File: src/rtl/param_data_memory.sv
// rtl/param_data_memory.sv - parametrised byte-maskable data memory with registered read and clear sequencer
// Optional build macro: PARAM_DATA_MEMORY_BYPASS_EN (same-cycle write-to-read forwarding)
module param_data_memory #(
  parameter int                    DATA_WIDTH  = 8,
  parameter int                    ADDR_WIDTH  = 8,
  parameter int                    DEPTH       = 256,
  parameter logic [DATA_WIDTH-1:0] CLEAR_VALUE = '0
) (
  input  logic                    clock,
  input  logic                    reset_n,
  input  logic                    clear_request,
  input  logic                    enable_write,
  input  logic [ADDR_WIDTH-1:0]   write_addr,
  input  logic [DATA_WIDTH-1:0]   write_data,
  input  logic [DATA_WIDTH/8-1:0] write_mask,
  input  logic                    enable_read,
  input  logic [ADDR_WIDTH-1:0]   read_addr,
  output logic [DATA_WIDTH-1:0]   read_data,
  output logic                    read_valid,
  output logic                    busy,
  output logic                    addr_error
);

  localparam int BYTES = DATA_WIDTH / 8;
  localparam int IDX_W = (DEPTH > 1) ? $clog2(DEPTH) : 1;
  localparam logic [ADDR_WIDTH:0]   DEPTH_W   = (ADDR_WIDTH + 1)'(DEPTH);
  localparam logic [ADDR_WIDTH-1:0] LAST_ADDR = ADDR_WIDTH'(DEPTH - 1);

  typedef enum logic {CLEAR, IDLE} state_t;

  state_t                  state, state_next;
  logic [ADDR_WIDTH-1:0]   clear_count, clear_count_next;
  logic [DATA_WIDTH-1:0]   mem [DEPTH];

  logic                    write_in_range, read_in_range;
  logic                    write_active, read_active;
  logic                    mem_we;
  logic [IDX_W-1:0]        mem_waddr;
  logic [DATA_WIDTH-1:0]   mem_wdata;
  logic [BYTES-1:0]        mem_wmask;
  logic [DATA_WIDTH-1:0]   read_word;
  logic                    error_next;

  assign write_in_range = {1'b0, write_addr} < DEPTH_W;
  assign read_in_range  = {1'b0, read_addr} < DEPTH_W;

  // The clear sequencer owns the array write port while busy; user strobes only raise addr_error.
  always_comb begin
    state_next       = state;
    clear_count_next = clear_count;
    busy             = 1'b0;
    mem_we           = 1'b0;
    mem_waddr        = write_addr[IDX_W-1:0];
    mem_wdata        = write_data;
    mem_wmask        = write_mask;
    write_active     = 1'b0;
    read_active      = 1'b0;
    error_next       = 1'b0;
    case (state)
      CLEAR: begin
        busy       = 1'b1;
        mem_we     = 1'b1;
        mem_waddr  = clear_count[IDX_W-1:0];
        mem_wdata  = CLEAR_VALUE;
        mem_wmask  = '1;
        error_next = enable_write | enable_read;
        if (clear_count == LAST_ADDR) begin
          state_next       = IDLE;
          clear_count_next = '0;
        end else begin
          clear_count_next = clear_count + 1'b1;
        end
      end
      IDLE: begin
        write_active = enable_write & write_in_range & ~clear_request;
        read_active  = enable_read;
        mem_we       = write_active;
        error_next   = (enable_write & ~write_in_range) | (enable_read & ~read_in_range);
        if (clear_request) begin
          state_next = CLEAR;
        end
      end
      default: begin
        state_next = CLEAR;
      end
    endcase
  end

  always_comb begin
    read_word = mem[read_addr[IDX_W-1:0]];
`ifdef PARAM_DATA_MEMORY_BYPASS_EN
    if (write_active && (write_addr == read_addr)) begin
      for (int i = 0; i < BYTES; i++) begin
        if (write_mask[i]) begin
          read_word[8*i +: 8] = write_data[8*i +: 8];
        end
      end
    end
`endif
  end

  always_ff @(posedge clock) begin
    if (mem_we) begin
      for (int i = 0; i < BYTES; i++) begin
        if (mem_wmask[i]) begin
          mem[mem_waddr][8*i +: 8] <= mem_wdata[8*i +: 8];
        end
      end
    end
  end

  always_ff @(posedge clock or negedge reset_n) begin
    if (!reset_n) begin
      state       <= CLEAR;
      clear_count <= '0;
      read_data   <= '0;
      read_valid  <= 1'b0;
      addr_error  <= 1'b0;
    end else begin
      state       <= state_next;
      clear_count <= clear_count_next;
      addr_error  <= error_next;
      read_valid  <= read_active;
      if (read_active) begin
        read_data <= read_in_range ? read_word : '0;
      end
    end
  end

endmodule

File: config.mk
export PLATFORM = sky130hd
export DESIGN_NAME = param_data_memory
export DESIGN_NICKNAME = d
export VERILOG_FILES = /design/src/rtl/param_data_memory.sv
export SDC_FILE = /design/constraint.sdc
export NUM_CORES = 2
export LEC_CHECK = 0
export ABC_AREA = 1
export CELL_PAD_IN_SITES_DETAIL_PLACEMENT = 0
export CELL_PAD_IN_SITES_GLOBAL_PLACEMENT = 1
export CORE_MARGIN = 4
export CORE_UTILIZATION = 40
export DETAILED_ROUTE_END_ITERATION = 12
export DONT_BUFFER_PORTS = 1
export PLACE_DENSITY = 0.66
export SLEW_MARGIN = 20
export SYNTH_ARGS = -nofsm -noshare
export SYNTH_HDL_FRONTEND = slang
export SYNTH_SLANG_ARGS = --single-unit
File: constraint.sdc
create_clock -name clock -period 4.5 [get_ports clock]
set_input_delay 0.45 -clock clock [delete_from_list [all_inputs] [get_ports clock]]
set_output_delay 0.45 -clock clock [all_outputs]
set_load 0.01 [all_outputs]
# Word-level counts from Yosys, hierarchy flattened
# Memories as Yosys holds them, arrays and structs flattened. A register that Yosys moved wholly into a read port is not among the register bits.
# Cells that the tools add are included.
# word_totals
reg_bits,11
latch_bits,0
mem_bits_rw,2048
romBits,0
out_inout_bits,11
wordCells,26
mem_count,1
# memory_table
name,depth,word_bits,read_ports,rd_clocked_by_memory_dff,wr,line_no,source
mem,256,8,1,1,1,33,logic [DATA_WIDTH-1:0] mem [DEPTH];
# op_classes
n_addsub,1
n_mul,0
div_mod_pow,0
n_lt_le_gt_ge,0
n_eq_ne,1
n_shift,0
n_mux,14
bitwise,4
n_reduce_logical,1
# op_table
cell,n
8-bit two-way mux,3
8-bit by 1-bit adder with 8-bit output (second input constant),1
8-bit == test (second input constant),1
1-bit two-way mux,8
1-bit case mux with 2 select lines,3
1-bit inverter,2
1-bit bitwise AND,1
1-bit logical NOT,1
1-bit bitwise OR,1

# Logic depth before layout (Yosys ltp)
# logic_depth
ltp_word,5
ltp_mapped,15
ltp_nobuf,11

# Least setup slack after synthesis
# Ideal clock, no wire load.
# synth_path
path_type,register -> register
from,register state
to,memory mem[0][6] (data pin)
setup_time_ps,774
arrival_time_ps,3749
required_time_ps,3726
path_slack_ps,-23
path_stages_with_launch,5
n_path_buf,2
cell_sequence,dfrtp_1 buf_4 clkbuf_1 nand2_1 inv_1
# synth_via
elab_chain_len,1
# synth_rtl
item,line_no,source
from (decl),31,"state_t state, state_next;"
from (signal assigned),120,state <= state_next;
8-bit two-way mux,59,case (state)
named net mem_wdata[6],39,logic [DATA_WIDTH-1:0] mem_wdata;
to (decl),33,
# The timed path passes the listed nets, and every way through them passes these cells.

==> run summary <==
max-cap violations - 0
Die ar. - 217000 um2
Yosys top cell area share - 0.732
core area - 208000 um2
slowest cell on the critical path - inv_8
RSZ-0062 raised after global routing - false
Mapped Nets - 7129
top_reg_cell synth - edfxtp_1
register area share after synthesis - 0.738
Final setup viols - 0
Max Root-Sink Buffers - 3
largest net degree at the start of global routing - 1026
failing checks - slew limit
PortBufs - 0
FF+latch count, synth - 2067
Final Max Slew Viols - 51
initial antenna violation count - 7
asr flop ratio synth - 0.00919
Cell Chain, Critical Path - inv_8 > buf_12 > nand3_1 > nand3_1 > nand3_1 > nand3_1 > nand3_1 > nand3_1 > nand3_1 > dlygate4sd3_1 > nand3_1 > dlygate4sd3_1 > nand2_1
number of global-route vias before repair - 51900
final hold violations - 0
gr usage total - 0.219
Cell Rows - 167
WL final - 242000 um
Worst Tran Pin Value - 1.58 ns
Highest Clock Rate - 0.245 GHz
Post-route DRC - 0
post-route clock skew - 0.0272 ns
vias per std cell - 5.43
crit end category - flop
die width - 466 um
Top Family by Delay on Critical Path - buffers and inverters
First-pass DRT Iterations - 6
Initial Util - 0.404
P_leak - 31.1 nW
Post-synth EDFFs - 2048
post-synthesis cell area - 84000 um2
crit path kind - in2reg
Cells after Synth - 7098
Skew-Pair Late Insertion Delay - 0.84 ns
post-synthesis average cell area - 11.8 um2
Iter 0 DRT Violations - 5435
post-route ant nets - 0
CTS Buf Count - 216
Buf/Inv on CP - 4
Power Total - 0.0398 W
synthesis-to-finish area growth - 11.8%
Hold Crit Start - read_addr[6]
Final period util - 0.908
Critical Path AT - 4.81 ns
CP Launch Type - input pin
Synth area leader - edfxtp_1
Power Dens Cells - 424 nW/um2
Via Count - 54100
pre-CTS setup slack - 0.909 ns
postcts setup bufs - 0
Synth warnings - 0
critical path's largest stage delay - 0.89 ns
post-route setup slack - 0.413 ns
share of cells above drive strength 1 - 0.0670
Avg WL per Cell - 24.3 um
Worst-path clk slew - 0.06 ns
hpwl dp - 133000 um
Critical Path RT - 5.22 ns
IO Pins - 41
worst reg2reg path startpoint - state
most common cell after layout, fill and taps aside - nand2_1
Max rail drop VDD - 0.435 mV
Hold WC Path Type - in2reg
CTS tree - yes
Slew headroom - -0.0508
GPL Wtd Cong - 0.850
Post-Place Cells - 9541
commonest cells after routing, fill and taps aside - nand2_1 (2096), edfxtp_1 (2048), nand3_1 (2041)
Layout Nets - 7017
Die Y - 466 um
first-pass GRT wire length - 355000 um
clock sink count - 2067
H-tree depth - 4
Layout Cells excl Fill - 9958
CTS resizes - 0
status - complete, but fails checks
WHS - 0.0738 ns
Crit Path Max Fanout - 513
setup TNS - 0 ns
Period minus WS final - 4.09 ns
crit-path most repeated cell - nand3_1
GRT overflow - 0
Setup crit start - read_addr[1]
Cell variety after synth - 29
Synth area leaders - edfxtp_1 (73%), nand3_1 (12%), nand2_1 (9.4%)
root buffer cell - clkbuf_16
[flip-flops by register name, indices dropped and copies added, names as in the netlist]
name,flops
mem,2048
read_data,8
addr_error,1
read_valid,1
clear_count,8
state,1
[final timing paths]
| path | slack (ns) | to | depth (start not counted) |
|---|---|---|---|
| min in group asynchronous | 0.15 | read_data[5] | 2 |
| worst max-delay path | 0.41 | read_data[5] | 13 |
| max in group asynchronous | 4.17 | read_data[2] | 2 |
| worst min-delay path | 0.07 | read_data[0] | 4 |
| worst max register to register | 0.87 | mem[208][2] | 10 |
| worst min register to register | 0.55 | clear_count[6] | 1 |
[what timing repair did]
item | 4_1_cts | 5_1_grt
endpoints found under the setup margin | 0 | 0
hold buffers | 10 | 0
hold endpoints to repair | 37 | 0
[cells by family (layout without fill, tap and decap cells)]
kind of cell	after synthesis	after routing	share of synthesized area
compound gates	14	14	0.00115
xor+xnor	2	2	0.000209
fa+ha+maj	1	1	0.000149
buf+inv	547	617	0.0290
flops	2067	2067	0.738
other cells	0	2	0
simple gates	4467	4467	0.231
[routing by layer]
| layer | vias to the layer above | GRT usage | wire, um |
|---|---|---|---|
| met5 | - | 0 | 0 |
| met4 | 0 | 0.0603 | 6470 |
| met3 | 354 | 0.0344 | 15600 |
| met2 | 1855 | 0.356 | 115000 |
| met1 | 26900 | 0.306 | 104000 |
| li1 | 25000 | - | - |
[where the power goes]
part	internal [W]	total, W	switching (W)
logic	0.000557	0.00180	0.00125
registers	0.0208	0.0208	0.000000458
clock network	0.00985	0.0172	0.00732
[synth_stat cells, types with 2 or more instances]
cell type / number
a21oi_1: 5
buf_1: 61
buf_2: 238
buf_4: 22
clkbuf_1: 164
clkinv_1: 2
dfrtp_1: 19
edfxtp_1: 2048
inv_1: 50
inv_2: 10
nand2_1: 2103
nand2_2: 16
nand3_1: 2041
nor2_1: 290
nor2_4: 3
nor3_1: 5
o21ai_0: 2
o21ai_2: 4
or2_1: 4
xor2_1: 2
[worst register-to-register path, cell delays in order, from the launching register on]
cell and delay (ns):
dfrtp_1 0.72, inv_2 0.25, or2_1 0.27, o21ai_0 0.22, inv_2 0.07, nor2_1 0.10
inv_1 0.10, nor2_1 0.19, nand2_2 0.37, buf_4 0.37, nor2_1 0.59
[layout make-up]
cell class              count  area [um2]
clock inverters           118         982
inverters                  62         288
diodes                      2        5.00
multi-input cells        4484       19600
clock buffers             282        5780
repair buffers            155        1810
well taps                2788        3490
flip-flops and latches   2067       62000
fillers                 18800      114000
[per-stage QoR]
step                      instance area [um2]   util
final                                   93900  0.452
after global placement                  86900  0.418
after detailed placement                86900  0.418
after CTS                               93800  0.451
after global routing                    93900  0.452
after floorplan                         84000      -
Power figures use the tool's default switching activity.
